$ cat src/rtl/instr_mem_loader.sv
// UART program loader: unpacks an 'L', count, words frame into sequential instruction-memory
// writes, holds the CPU halted while loading and replies with a single status byte.
module instr_mem_loader #(
    parameter int unsigned NBITS   = 32,
    parameter int unsigned CELDAS  = 10,
    parameter int unsigned TIMEOUT = 100000
) (
    input  logic             i_clk,
    input  logic             i_reset,
    input  logic [7:0]       i_rx_data,
    input  logic             i_rx_valid,
    input  logic             i_tx_busy,
    output logic [7:0]       o_tx_data,
    output logic             o_tx_start,
    output logic             o_wr_en,
    output logic [NBITS-1:0] o_wr_addr,
    output logic [NBITS-1:0] o_wr_data,
    output logic             o_cpu_halt,
    output logic             o_done
);

    localparam int unsigned IdxW = CELDAS + 1;
    localparam int unsigned TmrW = $clog2(TIMEOUT + 1);

    localparam logic [7:0] CharL = 8'h4C;
    localparam logic [7:0] CharK = 8'h4B;
    localparam logic [7:0] CharE = 8'h45;

    typedef enum logic [2:0] {
        StIdle,
        StCntHi,
        StCntLo,
        StWord,
        StWrite,
        StAck,
        StError
    } state_e;

    state_e            state_q, state_d;
    logic [15:0]       cnt_q, cnt_d;
    logic [IdxW-1:0]   idx_q, idx_d;
    logic [1:0]        byte_cnt_q, byte_cnt_d;
    logic [NBITS-1:0]  word_q, word_d;
    logic [TmrW-1:0]   timer_q, timer_d;
    logic [7:0]        status_q, status_d;
    logic [7:0]        tx_data_q, tx_data_d;
    logic              tx_start_q, tx_start_d;
    logic              halt_q, halt_d;
    logic              done_q, done_d;

    logic              in_frame;
    logic              timeout;
    logic [15:0]       cnt_new;
    logic              cnt_bad;
    logic [IdxW-1:0]   idx_next;
    logic              last_word;

    assign in_frame  = (state_q == StCntHi) || (state_q == StCntLo) || (state_q == StWord);
    assign timeout   = in_frame && !i_rx_valid && (timer_q == TmrW'(TIMEOUT - 1));
    assign cnt_new   = {cnt_q[15:8], i_rx_data};
    assign cnt_bad   = (cnt_new == 16'd0) || (32'(cnt_new) > (32'd1 << CELDAS));
    assign idx_next  = idx_q + 1'b1;
    // idx is one bit wider than the depth so a full-depth count terminates without wrapping
    assign last_word = (32'(idx_next) == 32'(cnt_q));

    always_comb begin
        state_d    = state_q;
        cnt_d      = cnt_q;
        idx_d      = idx_q;
        byte_cnt_d = byte_cnt_q;
        word_d     = word_q;
        status_d   = status_q;
        tx_data_d  = tx_data_q;
        tx_start_d = 1'b0;
        halt_d     = halt_q;
        done_d     = done_q;
        timer_d    = '0;

        if (in_frame && !i_rx_valid) begin
            timer_d = timer_q + 1'b1;
        end

        case (state_q)
            StIdle: begin
                if (i_rx_valid && i_rx_data == CharL) begin
                    halt_d  = 1'b1;
                    done_d  = 1'b0;
                    state_d = StCntHi;
                end
            end
            StCntHi: begin
                if (timeout) begin
                    state_d = StError;
                end else if (i_rx_valid) begin
                    cnt_d[15:8] = i_rx_data;
                    state_d     = StCntLo;
                end
            end
            StCntLo: begin
                if (timeout) begin
                    state_d = StError;
                end else if (i_rx_valid) begin
                    cnt_d = cnt_new;
                    if (cnt_bad) begin
                        state_d = StError;
                    end else begin
                        idx_d      = '0;
                        byte_cnt_d = 2'd0;
                        state_d    = StWord;
                    end
                end
            end
            StWord: begin
                if (timeout) begin
                    state_d = StError;
                end else if (i_rx_valid) begin
                    word_d     = {word_q[NBITS-9:0], i_rx_data};
                    byte_cnt_d = byte_cnt_q + 2'd1;
                    if (byte_cnt_q == 2'd3) begin
                        state_d = StWrite;
                    end
                end
            end
            StWrite: begin
                idx_d = idx_next;
                if (last_word) begin
                    status_d = CharK;
                    state_d  = StAck;
                end else begin
                    state_d = StWord;
                end
            end
            StError: begin
                status_d = CharE;
                state_d  = StAck;
            end
            StAck: begin
                // Registered strobe lines up halt/done release with the tx_start pulse
                if (!i_tx_busy) begin
                    tx_start_d = 1'b1;
                    tx_data_d  = status_q;
                    if (status_q == CharK) begin
                        halt_d = 1'b0;
                        done_d = 1'b1;
                    end
                    state_d = StIdle;
                end
            end
            default: state_d = StIdle;
        endcase
    end

    always_ff @(posedge i_clk or posedge i_reset) begin
        if (i_reset) begin
            state_q    <= StIdle;
            cnt_q      <= '0;
            idx_q      <= '0;
            byte_cnt_q <= '0;
            word_q     <= '0;
            timer_q    <= '0;
            status_q   <= '0;
            tx_data_q  <= '0;
            tx_start_q <= 1'b0;
            halt_q     <= 1'b1;
            done_q     <= 1'b0;
        end else begin
            state_q    <= state_d;
            cnt_q      <= cnt_d;
            idx_q      <= idx_d;
            byte_cnt_q <= byte_cnt_d;
            word_q     <= word_d;
            timer_q    <= timer_d;
            status_q   <= status_d;
            tx_data_q  <= tx_data_d;
            tx_start_q <= tx_start_d;
            halt_q     <= halt_d;
            done_q     <= done_d;
        end
    end

    assign o_wr_en    = (state_q == StWrite);
    assign o_wr_addr  = NBITS'({idx_q, 2'b00});
    assign o_wr_data  = word_q;
    assign o_tx_data  = tx_data_q;
    assign o_tx_start = tx_start_q;
    assign o_cpu_halt = halt_q;
    assign o_done     = done_q;

endmodule
$ cat config.mk
export PLATFORM = sky130hd
export DESIGN_NAME = instr_mem_loader
export DESIGN_NICKNAME = d
export VERILOG_FILES = /design/src/rtl/instr_mem_loader.sv
export SDC_FILE = /design/constraint.sdc
export NUM_CORES = 1
export LEC_CHECK = 0
export BUFFER_PORTS_ARGS = -buffer_cell sky130_fd_sc_hd__buf_2
export CAP_MARGIN = 20
export CORE_MARGIN = 3
export CORE_UTILIZATION = 40
export DETAILED_ROUTE_END_ITERATION = 8
export GPL_TIMING_DRIVEN = 0
export HOLD_SLACK_MARGIN = 0.02
export PLACE_DENSITY = 0.57
export SLEW_MARGIN = 20
export SYNTH_ARGS = -nofsm -noshare
export SYNTH_HDL_FRONTEND = slang
export SYNTH_SLANG_ARGS = --single-unit
$ cat constraint.sdc
create_clock -name i_clk -period 4.5 [get_ports i_clk]
set_clock_uncertainty 0.1 [all_clocks]
set_input_delay 0.675 -clock i_clk [delete_from_list [all_inputs] [get_ports i_clk]]
set_output_delay 0.675 -clock i_clk [all_outputs]
set_load 0.005 [all_outputs]
; Yosys cells after proc, flatten, opt, wreduce, memory -nomap -nowiden
; Cells that the tools add are included.
; Widths: inputs -> output; s select.
[word_totals]
reg_bits = 100
input_bits = 12
elab_cells = 103
[op_classes]
addsub = 3
n_reduce_logical = 22
n_mux = 38
n_bitwise = 3
n_eq_ne = 24
n_lt_le_gt_ge = 1
[ops]
columns = operator, count
row1 = $mux 11, 3
row2 = $mux 3, 11
row3 = $pmux 8 s2, 2
row4 = $mux 8, 3
row5 = $pmux 11 s2, 1
row6 = $pmux 3 s7, 1
row7 = $add 17x1->17 const B, 1
row8 = $eq 17x17->1 const B, 1
row9 = $mux 17, 1
row10 = $eq 11x16->1, 1
row11 = $eq 8x7->1 const B, 2
row12 = $gt 16x11->1 const B, 1
row13 = $logic_not 16->1, 1
row14 = $ne 2x2->1 const B, 8
row15 = $reduce_and 4->1, 3
row16 = $reduce_and 6->1, 2
row17 = $add 11x1->11 const B, 1
row18 = $mux 2, 5
row19 = $eq 3x3->1 const B, 3
row20 = $ne 3x3->1 const B, 3
row21 = $mux 1, 8
row22 = $reduce_bool 2->1, 4
row23 = $eq 3x2->1 const B, 2
row24 = $reduce_and 3->1, 2
row25 = other kinds (13), 21

; Logic depth before layout (Yosys ltp)
; Gate-level depths: netlist of the first run.
[depth]
word_depth = 7
ltp_mapped = 8

; Worst setup path after synthesis of the first run
; OpenSTA, ideal clock, no wires.
[synth_path]
path_type = input to register
from = in i_rx_data[4]
to = reg idx_q[5]
stages = 7
t_required_ns = 4.317
slack_ns = 2.061
t_arrival_ns = 2.256
cell_sequence = or4_4 > nor4_4 > mux2_4 > a21oi_2 > buf_6 > a21oi_1 > o22ai_1
[synth_between]
elab_chain_cells = 4
[synth_rtl]
columns = element, line
row1 = from (decl), 10  ; input logic [7:0] i_rx_data,
row2 = $gt 16x11->1 or $logic_not 16->1 (tied branches), 61  ; assign cnt_bad = (cnt_new == 16'd0) || (32'(cnt_new) > (32'd1 << CELDAS));
row3 = $logic_or 1x1->1 (*), 61
row4 = $ne 2x2->1 (no source line) (*), n/a
row5 = $reduce_and 4->1 (no source line) (*), n/a
row6 = to (signal assigned), 169  ; idx_q <= idx_d;
row7 = to (decl), 41  ; logic [IdxW-1:0] idx_q, idx_d;
; Mark *: on every way between the ends. The rest lies on a longest branch, timed or not.
; A chain may end at the register's enable or synchronous reset.

; Worst setup path in the final report of the first run
[layout_path]
from = reg state_q[0]
to = out o_wr_en
[layout_between]
elab_chain_cells = 1
[layout_rtl]
columns = element, line
row1 = from (decl), 39  ; state_e state_q, state_d;
row2 = from (signal assigned), 155  ; state_q <= StIdle;
row3 = from (signal assigned), 167  ; state_q <= state_d;
row4 = $eq 3x3->1, 181  ; assign o_wr_en = (state_q == StWrite);
row5 = to (decl), 15  ; output logic o_wr_en,
; Every way passes these cells.

==> impl_metrics.tcl, run 1 <==
set metrics [dict create \
    r2r-start "idx_q[0]" \
    highest_layer "met4" \
    wl_met1_um 4360 \
    grt_first_pass_wirelength_um 15800 \
    finalHoldViolCount 0 \
    synth_area_leaders "dfrtp_1 50%, mux2_2 13%, buf_4 4.4%" \
    cts_resized 0 \
    post_cts_buffers 0 \
    syn_area_mm2 0.00449 \
    synth.most_common_cell "dfrtp_1" \
    ys_seq_area_share_pct 50.2 \
    place_area_mm2 0.00510 \
    route.detailed.drc 0 \
    avgSynthCellArea_um2 11.3 \
    cp-end-kind "primary output" \
    io-pin-count 88 \
    r2r-end "status_q[2]" \
    finalSetupViolCount 0 \
    cts_tree "built" \
    cts_max_level 3 \
    p_per_area_mw_per_mm2 580 \
    path_class "reg -> out" \
    wl_met3_um 422 \
    ff2ff_path_depth 7 \
    rsz0062_at_grt "false" \
    synth.distinct_cells 58 \
    synth_ff_type "dfrtp_1" \
    fin_util_pct 48.6 \
    grt_pass1_vias 3104 \
    synth-async-reset-ratio_pct 100 \
    coreArea_mm2 0.0109 \
    finalCritPeriodShare_pct 63.2 \
    critPathRequiredTime_ns 3.72 \
    slew_viol_final 0 \
    design.die.area_mm2 0.0125 \
    die_h_um 112 \
    vdd_ir_drop_max_mv 0.310 \
    ant_nets 0 \
    synth_top_cell_by_area "dfrtp_1" \
    arrival_ns 2.07 \
    worstSetupStartpointType "flop" \
    final_nets 511 \
    syn_inst 398 \
    clock_latency_ns 0.37 \
    clk_pin_slew_ns 0.09 \
    tightestPinTransition_ns 0.541 \
    met2_length_um 4190 \
    status "complete, no violations" \
    drive_above_1_share_pct 35.9 \
    critPathMaxFanout 10 \
    antenna_found_initial 0 \
    gp_congestion 0.819 \
    leakagePower_nw 2.48 \
    firstDrtPassIters 4 \
    grt.overflow.total 0 \
    grt_usage_pct 15.5 \
    route.vias.total 3196 \
    ys_warn_count 0 \
    crit_start "state_q[0]" \
    max_freq_mhz 352 \
    min_path_type "in -> async" \
    chipWidth_um 112 \
    cts_made_buffers 9 \
    via_per_inst 4.99 \
    reg2reg_slack_ns 1.98 \
    finalInstanceArea_mm2 0.00529 \
    post-route-min-period_ns 2.84 \
    cts.sinks 90 \
    hold_buffers 0 \
    avgRoutedWirePerCell_um 14.2 \
    grt_max_degree 59 \
    cts-root-buf "clkbuf_8" \
    synth_top_area_share_pct 49.6 \
    crit_end "o_wr_en" \
    dpl.hpwl_um 6570 \
    numPortBuffers 63 \
    synth_edf_count 0 \
    synth_seq_cells 90 \
    routed_wl_um 9080 \
    rows 38 \
    maxSlewHeadroom_pct 63.9 \
    cts_buffer_depth 2 \
    initial_core_util_pct 41.2 \
    hold_slack_ns 0.174 \
    drt_iter0_drc 112 \
    antenna_cells 0 \
    synth_commonest_cells "89 x dfrtp_1, 53 x mux2_2, 35 x nor2_1" \
    tns_ns 0 \
    drv_cap 0 \
    area_delta_synth_final_pct 17.9 \
]
-- layout by cell type (no fill, tap or decap), drive strengths merged, types with 4 or more instances in the layout --
master   n
and3     9
or3      4
o21ai   21
mux2    54
dfrtp   89
inv     12
conb    24
buf     97
nor2    35
o31ai    4
nand3   17
nor3     6
nand2   16
nor4     4
a21oi    6
or4      4
nand4    8
clkbuf  20
xnor2   10
nor3b    4
xor2    16
-- registers in the layout (all words and copies together) (netlist names) --
signal      cells
state_q         3
o_wr_data      32
o_done          1
byte_cnt_q      2
o_tx_start      1
timer_q        17
o_tx_data       3
status_q        3
idx_q          11
cnt_q          16
o_cpu_halt      1
-- critical path: stages, from the launching register on --
cell	delay, ns
dfrtp_1	0.39
clkbuf_8	0.16
nor2_1	0.23
nand2_1	0.14
inv_1	0.12
clkbuf_1	0.44
buf_2	0.21
-- how the worst min path moves through the flow --
stage                      end  depth (start not counted)
finish              timer_q[3]                          2
CTS                 timer_q[0]                          2
global route        timer_q[3]                          2
floorplan           timer_q[0]                          1
global placement        o_done                          2
detailed placement  timer_q[0]                          1
-- logic make-up after synthesis --
group	after synthesis	synth area share, %
simple gates	120	15.2
flops	90	50.2
mux	54	13.6
compound gates	52	7.56
buf+inv	52	7.39
xor+xnor	26	5.08
fa+ha+maj	3	0.837
other cells	1	0.0836
-- report_power, final --
group          switching [mW]  internal, mW
Combinational           0.523         0.614
Sequential              0.258          1.12
Clock                   0.297         0.262
Total                    1.08          1.99
-- final cells by class --
type | count | area (um2)
inverter | 10 | 42.5
tap | 140 | 175
timing repair buffer | 64 | 343
clock buffer | 11 | 131
sequential | 90 | 2250
multi-input combinational | 279 | 1990
clock inverter | 5 | 61.3
fill | 1017 | 5600
buffer | 42 | 294
-- per-layer routing --
layer | global-route usage (%) | vias up
met4 | 5.68 | 0
met2 | 23.5 | 67
met3 | 3.48 | 9
met5 | 0 | -
met1 | 21.7 | 1567
li1 | - | 1553
-- stage by stage --
| step | cells | power (mW) | setup WS, ns |
|---|---|---|---|
| after floorplan | 421 | 2.14 | 1.39 |
| after global placement | 624 | 2.51 | 0.253 |
| after detailed placement | 625 | 2.55 | 1.78 |
| after CTS | 641 | 3.11 | 1.63 |
| after global routing | 641 | 3.32 | 1.49 |
| final | 641 | 3.07 | 1.66 |
Power figures use the tool's default switching activity.
==> run 2: changes to the inputs <==
--- a/config.mk
+++ b/config.mk
@@ -12,7 +12,7 @@
 export DETAILED_ROUTE_END_ITERATION = 8
 export GPL_TIMING_DRIVEN = 0
 export HOLD_SLACK_MARGIN = 0.02
-export PLACE_DENSITY = 0.57
+export PLACE_DENSITY = 0.59
 export SLEW_MARGIN = 20
 export SYNTH_ARGS = -nofsm -noshare
 export SYNTH_HDL_FRONTEND = slang
==> constraint.sdc (replaced) <==
create_clock -name i_clk -period 2.3 [get_ports i_clk]
set_clock_uncertainty 0.1 [all_clocks]
set_input_delay 0.345 -clock i_clk [delete_from_list [all_inputs] [get_ports i_clk]]
set_output_delay 0.345 -clock i_clk [all_outputs]
set_load 0.005 [all_outputs]
==> run 2 against run 1 <==
Net effect:
- global-route usage down 0.30 points
- power up 96%
- combinational power up 110%
- non-clock buffer count up 5
==> impl_metrics.tcl, run 2 (synthesis results as in run 1) <==
set metrics [dict create \
    crit_path_max_incr_delay_ns 0.41 \
    rsz0062_at_grt "true" \
    cp-end-kind "primary output" \
    cp_common_cell "inv_1" \
    critPathRequiredTime_ns 1.86 \
    r2r-end "status_q[2]" \
    route.vias.total 3224 \
    reg2reg_slack_ns 0.14 \
    route.detailed.drc 0 \
    fin_util_pct 49.2 \
    status "complete, no violations" \
    leakagePower_nw 2.49 \
    pre_cts_ws_ns -0.215 \
    finalCritPeriodShare_pct 95.2 \
    coreArea_mm2 0.0109 \
    chipWidth_um 112 \
    p_int_mw 3.84 \
    p_seq_share_pct 44.7 \
    min_path_type "in -> reg" \
    dp_cells 626 \
    finalSetupViolCount 0 \
    finalHoldViolCount 0 \
    area_delta_synth_final_pct 19.5 \
    cts_tree "built" \
    vdd_ir_drop_max_mv 0.631 \
    slew_viol_final 0 \
    cp_cell_sequence "clkbuf_8, inv_1, nand2_1, inv_1, clkbuf_4, buf_2" \
    design.die.area_mm2 0.0125 \
    grt_first_pass_wirelength_um 15600 \
    crit_start "state_q[1]" \
    clockPowerShare_pct 16.0 \
    routed_wl_um 9280 \
    p_sw_share_pct 36.1 \
    grt_usage_pct 15.2 \
    io-pin-count 88 \
    r2r-start "idx_q[0]" \
    drive_above_1_share_pct 38.4 \
    die_h_um 112 \
    max_freq_mhz 457 \
    crit_end "o_wr_en" \
    post-route-min-period_ns 2.19 \
    critPathMaxFanout 10 \
    crit_slowest_cell "dfrtp_1" \
    path_class "reg -> out" \
    final_common_cell "dfrtp_1" \
    numPortBuffers 63 \
    rows 38 \
    drv_cap 0 \
    cts_buffer_depth 2 \
    avgRoutedWirePerCell_um 14.4 \
    ant_nets 0 \
    initial_core_util_pct 41.2 \
    firstDrtPassIters 4 \
    antenna_found_initial 0 \
    worstSetupStartpointType "flop" \
    dpl.hpwl_um 6780 \
    clock_latency_ns 0.36 \
    largest_register_ffs 32 \
    cts_max_level 3 \
    gp_congestion 0.799 \
    drt_iter0_drc 129 \
    cts-root-buf "clkbuf_8" \
    tns_ns 0 \
    grt.overflow.total 0 \
    clk_pin_slew_ns 0.09 \
    ff2ff_path_depth 7 \
    grt_pass1_vias 3145 \
    switchingPower_mw 2.17 \
    arrival_ns 1.75 \
    grt_max_degree 34 \
    p_per_area_mw_per_mm2 1120 \
    maxSlewHeadroom_pct 52.1 \
    tightestPinTransition_ns 0.717 \
    cts_made_buffers 9 \
    p_comb_share_pct 39.3 \
    via_per_inst 5.00 \
    antenna_cells 0 \
    cts.sinks 90 \
    final_cell_mix "86 x dfrtp_1, 66 x buf_2, 53 x mux2_2" \
    hold_slack_ns 0.131 \
    final_cells 645 \
    worst_slack_ns 0.110 \
    final_nets 516 \
]
## run 2: layout make-up
class | count | area (um2)
clock inverter | 5 | 38.8
fill | 997 | 5530
multi-input combinational | 279 | 2040
buffer | 42 | 298
timing repair buffer | 69 | 388
sequential | 90 | 2260
inverter | 10 | 41.3
tap | 140 | 175
clock buffer | 10 | 128
## run 2: how the worst min path moves through the flow
stage,start,end,slack (ns),cells after the start
after floorplan,timer_q[0],timer_q[0],0.35,1
after CTS,i_tx_busy,o_tx_start,0.12,2
after global routing,i_tx_busy,o_tx_start,0.14,2
after detailed placement,timer_q[0],timer_q[0],0.38,1
after global placement,o_done,o_done,0.36,2
final,i_tx_busy,o_tx_start,0.13,2
## run 2: worst max-delay path: cells and delay by family, from the launching register on
| kind | cells | cell delay [ns] |
|---|---|---|
| buffers and inverters | 5 | 0.85 |
| DFF | 1 | 0.41 |
| and+or+nand+nor | 1 | 0.13 |
## run 2: metal layers
layer  wire length, um  global-route usage [%]  vias to the layer above
met4               151                    6.00                        0
li1                  -                       -                     1566
met1              4310                    21.0                     1567
met5                 0                       0                        -
met2              4410                    23.5                       76
met3               408                    2.88                       15
## run 2: power by group through the flow
stage	Combinational [mW]	Sequential, mW	Clock, mW
global route	2.62	2.79	1.06
finish	2.36	2.69	0.960
floorplan	1.54	2.64	0
CTS	2.33	2.68	0.994
global placement	2.21	2.71	0
detailed placement	2.27	2.73	0
## run 2: repair_timing
item,CTS,global route
hold endpoints to repair,32,0
hold buffers,1,0
setup endpoints to repair,6,8
pin swaps,0,4
gates resized for setup,4,12
buffers inserted,2,1
gates cloned,0,0
## run 2: metrics by stage
stage                     cell area [um2]  power [mW]
after detailed placement             5110        5.00
after global routing                 5360        6.48
after CTS                            5310        6.00
after global placement               5070        4.91
final                                5360        6.01
after floorplan                      4580        4.18
==> run 3: changes to the inputs <==
--- a/config.mk
+++ b/config.mk
@@ -13,6 +13,7 @@
 export GPL_TIMING_DRIVEN = 0
 export HOLD_SLACK_MARGIN = 0.02
 export PLACE_DENSITY = 0.59
+export REMOVE_ABC_BUFFERS = 1
 export SLEW_MARGIN = 20
 export SYNTH_ARGS = -nofsm -noshare
 export SYNTH_HDL_FRONTEND = slang
==> run 3 against run 2 <==
Net effect:
- clock power rose by 6%
- critical endpoint is now status_q[2]
- setup slack improved by 0.028 ns
- final area fell by 3.7%
- via count fell by 3.7%
- hold slack improved by 0.0024 ns
- wire length fell by 0.50%
- non-clock buffer count fell by 37
- sequential cell count did not move
==> impl_metrics.tcl, run 3 (synthesis results as in run 1) <==
set metrics [dict create \
    arrival_ns 2.32 \
    route.vias.total 3104 \
    coreArea_mm2 0.0109 \
    area_delta_synth_final_pct 15.0 \
    cts_made_buffers 9 \
    path_class "reg -> reg" \
    clk_pin_slew_ns 0.09 \
    leakagePower_nw 2.34 \
    crit_slowest_cell "or4_1" \
    grt_max_degree 57 \
    tns_ns 0 \
    r2r-end "status_q[2]" \
    ff2ff_path_depth 7 \
    maxSlewHeadroom_pct 49.6 \
    crit_end "status_q[2]" \
    status "complete, no violations" \
    grt_first_pass_wirelength_um 15300 \
    finalHoldViolCount 0 \
    dp_cells 583 \
    fin_util_pct 47.4 \
    post-route-min-period_ns 2.16 \
    p_per_area_mw_per_mm2 1170 \
    antenna_found_initial 0 \
    grt_pass1_vias 2991 \
    max_freq_mhz 462 \
    grt.overflow.total 0 \
    initial_core_util_pct 41.2 \
    cts.sinks 90 \
    finalSetupViolCount 0 \
    route.detailed.drc 0 \
    rsz0062_at_grt "true" \
    final_nets 479 \
    antenna_cells 0 \
    critPathRequiredTime_ns 2.46 \
    min_path_type "in -> reg" \
    fillers 1030 \
    drv_cap 0 \
    r2r-start "idx_q[0]" \
    reg2reg_slack_ns 0.14 \
    worst_slack_ns 0.138 \
    total_power_mw 6.02 \
    finalInstanceArea_mm2 0.00516 \
    cp_cell_sequence "ha_4, nand3_2, or4_1, a211oi_1, or3_1, o2111ai_2, a22o_1" \
    final_common_cell "dfrtp_1" \
    cts_max_level 3 \
    crit_start "idx_q[0]" \
    hold_depth 2 \
    numPortBuffers 63 \
    cts_tree "built" \
    cts-root-buf "clkbuf_8" \
    drive_above_1_share_pct 37.3 \
    cp-end-kind "flop" \
    largest_register_ffs 32 \
    slew_viol_final 0 \
    firstDrtPassIters 4 \
    tightestPinTransition_ns 0.754 \
    die_h_um 112 \
    io-pin-count 88 \
    worstSetupStartpointType "flop" \
    cts_buffer_depth 2 \
    pre_cts_ws_ns -0.366 \
    vdd_ir_drop_max_mv 0.510 \
    critPathMaxFanout 6 \
    design.die.area_mm2 0.0125 \
    gp_congestion 0.755 \
    crit_path_max_incr_delay_ns 0.48 \
    place_area_mm2 0.00480 \
    ant_nets 0 \
    grt_usage_pct 15.1 \
    routed_wl_um 9230 \
    final_cells 609 \
    drt_iter0_drc 154 \
    clock_latency_ns 0.36 \
    chipWidth_um 112 \
    final_cell_mix "83 x dfrtp_1, 63 x buf_2, 53 x mux2_2" \
    hold_slack_ns 0.134 \
    finalCritPeriodShare_pct 94.0 \
    via_per_inst 5.10 \
    rows 38 \
    dpl.hpwl_um 6510 \
    avgRoutedWirePerCell_um 15.2 \
]
[run 3: worst min-delay path by stage]
stage	startpoint	end	slack (ns)
finish	i_tx_busy	o_tx_start	0.13
floorplan	timer_q[0]	timer_q[0]	0.35
CTS	i_tx_busy	o_tx_start	0.11
detailed placement	i_reset	o_wr_data[12]	0.30
global route	i_tx_busy	o_tx_start	0.14
global placement	o_done	o_done	0.36
[run 3: repair_timing]
item | in CTS | in global routing
hold endpoints to repair | 33 | 0
setup endpoints to repair | 18 | 16
gates resized for setup | 11 | 13
pin swaps | 0 | 7
buffers inserted | 2 | 7
hold buffers | 1 | 0
[run 3: routing by layer]
layer,global-route usage [%],share of wire (%)
met1,20.7,47
met2,23.7,48
met3,3.37,3.6
met4,5.60,1.5
met5,0,0
[run 3: power breakdown]
| group | switching [mW] | total, mW | leakage (nW) | internal (mW) |
|---|---|---|---|---|
| Sequential | 0.581 | 2.78 | 1.14 | 2.20 |
| Clock | 0.586 | 1.02 | 0.0941 | 0.430 |
| Combinational | 1.03 | 2.23 | 1.11 | 1.20 |
| Total | 2.20 | 6.02 | 2.34 | 3.82 |
[run 3: critical path, delay by kind of cell, from the launching register on]
family / cells / cell delay [ns]
flip-flops: 1 / 0.40
AO/OA/AOI/OAI: 3 / 0.60
adder cells (fa/ha/maj): 1 / 0.17
AND/OR/NAND/NOR: 3 / 0.78
[run 3: cell type report]
type	count	area, um2	share of cell area, %
multi-input cells	279	2070	40.1
clock buffers	11	141	2.74
repair buffers	74	433	8.39
inverters	10	43.8	0.848
well taps	140	175	3.39
flip-flops and latches	90	2260	43.9
clock inverters	5	36.3	0.703
